### src/rtl/fp_norm_pkg.sv
// rtl/fp_norm_pkg.sv - shared types and constants for the FP normalise-and-pack stage
package fp_norm_pkg;

  localparam int EXP_W = 8;
  localparam int MAN_W = 23;
  localparam logic [EXP_W-1:0] EXP_INF = 8'hFF;

  typedef enum logic {
    IDLE,
    NORM
  } state_t;

  typedef struct packed {
    logic             sign;
    logic [EXP_W-1:0] exp;
    logic [MAN_W-1:0] mant;
  } fp32_t;

endpackage

### src/rtl/fp_norm_pack_lzc8.sv
// rtl/fp_norm_pack_lzc8.sv - 8-bit leading-zero counter (8 when the input is all zeros)
module lzc8 (
  input  logic [7:0] data,
  output logic [3:0] count
);

  // Later (higher) bits overwrite earlier ones, so the most significant one wins.
  always_comb begin
    count = 4'd8;
    for (int i = 0; i < 8; i++) begin
      if (data[i]) count = 4'(7 - i);
    end
  end

endmodule

### src/rtl/fp_norm_pack.sv
// rtl/fp_norm_pack.sv - iterative normalise-and-pack stage of the FP adder
// Optional multi-bit left shift per cycle when FP_NORM_FAST_SHIFT_EN is defined.
module fp_norm_pack
  import fp_norm_pkg::*;
#(
  parameter int EXP_W = 8,
  parameter int MAN_W = 23
) (
  input  logic             clk,
  input  logic             reset,
  input  logic             _go,
  input  logic             sign,
  input  logic [EXP_W-1:0] exp,
  input  logic [MAN_W+1:0] mant,
  output logic             busy,
  output logic             done,
  output logic [31:0]      out
);

  localparam logic [EXP_W:0] ONE   = {{EXP_W{1'b0}}, 1'b1};
  localparam logic [EXP_W:0] INF_W = {1'b0, EXP_INF};

  state_t         state_q, state_d;
  logic           sign_q, sign_d;
  logic [EXP_W:0] exp_q, exp_d;
  logic [MAN_W+1:0] mant_q, mant_d;
  fp32_t          out_q, out_d;
  logic           busy_q, busy_d;
  logic           done_q, done_d;
  logic           finish;
  logic [EXP_W:0] exp_inc;
  logic [EXP_W:0] shamt;

  assign exp_inc = exp_q + ONE;

`ifdef FP_NORM_FAST_SHIFT_EN
  logic [3:0]     lz;
  logic [EXP_W:0] exp_m1;

  lzc8 u_lzc8 (
    .data  (mant_q[MAN_W:MAN_W-7]),
    .count (lz)
  );

  // Cap at exp-1 so a long shift never passes the subnormal floor.
  assign exp_m1 = exp_q - ONE;
  always_comb begin
    shamt = {{(EXP_W-3){1'b0}}, lz};
    if (exp_m1 < shamt) shamt = exp_m1;
  end
`else
  assign shamt = ONE;
`endif

  always_comb begin
    state_d = state_q;
    sign_d  = sign_q;
    exp_d   = exp_q;
    mant_d  = mant_q;
    out_d   = out_q;
    busy_d  = busy_q;
    done_d  = 1'b0;
    finish  = 1'b0;
    case (state_q)
      IDLE: begin
        if (_go) begin
          state_d = NORM;
          busy_d  = 1'b1;
          sign_d  = sign;
          mant_d  = mant;
          exp_d   = {1'b0, exp};
          if (exp == '0 && mant[MAN_W]) exp_d = ONE;
        end
      end
      NORM: begin
        if (mant_q == '0) begin
          out_d  = {sign_q, {EXP_W{1'b0}}, {MAN_W{1'b0}}};
          finish = 1'b1;
        end else if (mant_q[MAN_W+1]) begin
          mant_d = mant_q >> 1;
          exp_d  = exp_inc;
          if (exp_inc == INF_W) begin
            out_d  = {sign_q, EXP_INF, {MAN_W{1'b0}}};
            finish = 1'b1;
          end
        end else if (mant_q[MAN_W]) begin
          out_d  = {sign_q, exp_q[EXP_W-1:0], mant_q[MAN_W-1:0]};
          finish = 1'b1;
        end else if (exp_q <= ONE) begin
          out_d  = {sign_q, {EXP_W{1'b0}}, mant_q[MAN_W-1:0]};
          finish = 1'b1;
        end else begin
          mant_d = mant_q << shamt;
          exp_d  = exp_q - shamt;
        end
      end
      default: state_d = IDLE;
    endcase
    if (finish) begin
      done_d  = 1'b1;
      busy_d  = 1'b0;
      state_d = IDLE;
    end
  end

  always_ff @(posedge clk) begin
    if (reset) begin
      state_q <= IDLE;
      sign_q  <= 1'b0;
      exp_q   <= '0;
      mant_q  <= '0;
      out_q   <= '0;
      busy_q  <= 1'b0;
      done_q  <= 1'b0;
    end else begin
      state_q <= state_d;
      sign_q  <= sign_d;
      exp_q   <= exp_d;
      mant_q  <= mant_d;
      out_q   <= out_d;
      busy_q  <= busy_d;
      done_q  <= done_d;
    end
  end

  assign busy = busy_q;
  assign done = done_q;
  assign out  = out_q;

endmodule

### config.mk
export PLATFORM = sky130hd
export DESIGN_NAME = fp_norm_pack
export DESIGN_NICKNAME = d
export VERILOG_FILES = /design/src/rtl/fp_norm_pkg.sv /design/src/rtl/fp_norm_pack_lzc8.sv /design/src/rtl/fp_norm_pack.sv
export SDC_FILE = /design/constraint.sdc
export NUM_CORES = 1
export LEC_CHECK = 0
export CELL_PAD_IN_SITES_DETAIL_PLACEMENT = 1
export CELL_PAD_IN_SITES_GLOBAL_PLACEMENT = 2
export CORE_UTILIZATION = 25
export DETAILED_ROUTE_END_ITERATION = 16
export GPL_ROUTABILITY_DRIVEN = 0
export PLACE_DENSITY_LB_ADDON = 0.1
export SLEW_MARGIN = 25
export SYNTH_ARGS = -nofsm -noshare
export SYNTH_HDL_FRONTEND = slang
export SYNTH_SLANG_ARGS = --single-unit
### constraint.sdc
create_clock -name clk -period 2.9 [get_ports clk]
set_clock_uncertainty 0.15 [all_clocks]
set_input_delay 0.87 -clock clk [delete_from_list [all_inputs] [get_ports clk]]
set_output_delay 0.87 -clock clk [all_outputs]
set_load 0.02 [all_outputs]
==> results.py <==
metrics = {
    "outcome": {
        "outcome": "finished, final reports clean",
    },
    "cells_and_area": {
        "fillers": 1561,
        "antenna_cells": 0,
        "drive_gt1_frac": 0.105,
        "nets": 494,
        "area_growth_pct": 38.1,
        "stdcell_area_um2": 4680,
        "final_core_util": 0.353,
    },
    "yosys": {
        "synthMostInstantiatedCell": "dfxtp_1",
        "synthArstFlopShare": 0,
        "synth_area_um2": 3390,
        "ys_types": 49,
        "synthTopCellsByArea": "dfxtp_1, a221o_1, a21oi_1",
        "synth_edf_count": 0,
        "yosys_warnings": 0,
        "synth.avg_cell_area_um2": 8.84,
        "synthTopCellsByCount": "dfxtp_1, a21oi_1, nand2_1",
        "synth-main-ff-cell": "dfxtp_1",
        "netlist_instances": 383,
        "syn_nets": 424,
        "yosys.area.top_type": "dfxtp_1",
        "ys_ff_latch": 70,
        "ys_seq_area_frac": 0.414,
        "yosys.area.top_type_share": 0.414,
    },
    "grt": {
        "grt_first_pass_wirelength_um": 19300,
        "gr-total-overflow": 0,
        "track_usage": 0.178,
        "first_global_vias": 3444,
        "antenna_found_initial": 0,
        "grt_max_degree": 41,
    },
    "sta": {
        "worst_pin_slew_ps": 648,
        "fmax_mhz": 397,
        "setup_ws_ps": 379,
        "rsz0062_at_grt": "false",
        "finalCritPeriodShare": 0.869,
        "finalSetupViolations": 0,
        "period_minus_slack_ps": 2520,
        "hold-worst-slack_ps": 312,
        "relSlewSlack": 0.567,
        "setup-tns-final_ps": 0,
        "finalHoldViolCount": 0,
        "drv_slew": 0,
    },
    "detailed_routing": {
        "viasPerCell": 5.22,
        "first_pass_iters": 4,
        "drt-met1-wl_um": 5220,
        "routed-wl-met3_um": 484,
        "first_iter_violations": 134,
        "wl_met2_um": 5880,
        "finalWirelength_um": 11700,
        "wl_per_cell_um": 18.6,
        "highest_layer": "met4",
        "dr_total_vias": 3307,
        "route.detailed.drc": 0,
        "ant_nets": 0,
    },
    "placed_design": {
        "preCtsSetupSlack_ps": 240,
        "port_buffers": 70,
        "hpwl_um": 8100,
        "dpl_cell_area_um2": 4390,
    },
    "floorplan": {
        "dieArea_um2": 14000,
        "io_pins": 71,
        "fp.dieW_um": 118,
        "initial_core_util": 0.256,
        "core-area_um2": 13200,
        "num_rows": 42,
        "dieHeight_um": 118,
    },
    "clocking": {
        "clk_transition_reported_paths_ps": 60,
        "cts.sinks": 70,
        "cts_tree": "done",
        "cts_max_path_buffers": 2,
        "post_cts_buffers": 0,
        "numCtsBuffers": 9,
        "cts_max_level": 3,
        "root_buffer": "clkbuf_16",
        "clk_latency_ps": 340,
    },
    "power": {
        "leakagePower_nw": 1.66,
        "peakVddDrop_uv": 279,
        "power.density_nw_per_um2": 688,
    },
    "worst_setup_path": {
        "cp-start-kind": "flop",
        "worstPathRequired_ps": 3020,
        "arrival_ps": 2640,
        "reg2regPathDepth": 7,
        "critPathCaptureType": "flop",
        "critPathKind": "reg -> reg",
        "worstPathMaxFanout": 22,
    },
    "min_path": {
        "worstHoldPathCells": 1,
        "worst_hold_path_type": "reg -> reg",
    },
    "flow_run": {
        "maxCapViolations": 0,
    },
}
[area by class of cell]
type	instances	area (um2)	area share
multi-input cells	270	1810	0.386
flip-flops and latches	70	1400	0.300
repair buffers	97	941	0.201
clock buffers	12	246	0.0527
well taps	176	220	0.0471
clock inverters	3	45.0	0.00963
inverters	5	18.8	0.00401
[per-layer routing]
| metal | vias up | global-route usage |
|---|---|---|
| met4 | 0 | 0.0570 |
| met2 | 60 | 0.309 |
| met3 | 12 | 0.0405 |
| met1 | 1629 | 0.216 |
| li1 | 1606 | - |
| met5 | - | 0 |
[kinds of logic after synthesis]
group	count (synthesis)	synth area share
multiplexers	3	0.00887
buffers and inverters	43	0.0550
adder cells (fa/ha/maj)	4	0.0148
AO/OA/AOI/OAI	158	0.354
XOR/XNOR	3	0.00776
AND/OR/NAND/NOR	102	0.146
flip-flops	70	0.414
[path summary, 6_finish.rpt]
path	slack [ps]	from	endpoint
worst max-delay path	380	exp_q[3]	mant_q[3]
worst max register to register	380	exp_q[3]	mant_q[3]
worst min-delay path	310	out[23]	out[23]
worst min register to register	310	out[23]	out[23]
[sequential cells by signal, summed over array words and instances (netlist names)]
name and cells:
exp_q 9, state_q 1, sign_q 1, out 32, mant_q 25, busy 1
done 1
[cell usage in the layout (no fill, tap or decap), drive strengths merged, types with 3 or more instances in the layout]
cell / instances
mux2i: 3
o21ai: 7
o2bb2ai: 9
a21oi: 43
inv: 5
and2: 6
nor4: 9
a31oi: 7
clkdlybuf4s50: 70
a22o: 24
nor2: 16
o21a: 4
clkbuf: 12
nor3: 7
nand2: 41
a221o: 22
buf: 27
and3: 3
nand3: 7
o211ai: 22
dfxtp: 70
ha: 4
[metrics by stage]
| step | cells | power, mW |
|---|---|---|
| final | 633 | 3.22 |
| after global routing | 633 | 3.40 |
| after CTS | 633 | 3.27 |
| after detailed placement | 618 | 2.14 |
| after global placement | 618 | 2.13 |
| after floorplan | 383 | 1.75 |
[report_power, final]
group | leakage, nW | internal [mW] | switching [mW] | total (mW)
registers | 0.571 | 1.06 | 0.122 | 1.18
logic | 0.951 | 0.392 | 0.536 | 0.928
clock network | 0.135 | 0.685 | 0.424 | 1.11
total | 1.66 | 2.14 | 1.08 | 3.22
[worst max-delay path, stage by stage (launching register included)]
cell	delay, ps
dfxtp_1	370
nor4_1	420
a31oi_1	250
o221ai_2	340
and2_2	340
buf_4	320
nand2_1	100
a21oi_1	130
[timing repair]
action / 4_1_cts / 5_1_grt
hold buffers: 0 / 0
hold endpoints to repair: 0 / 0
gates resized for setup: 0 / 1
setup endpoints to repair: 0 / 12
Note: power is estimated with default switching activity, not from simulation.
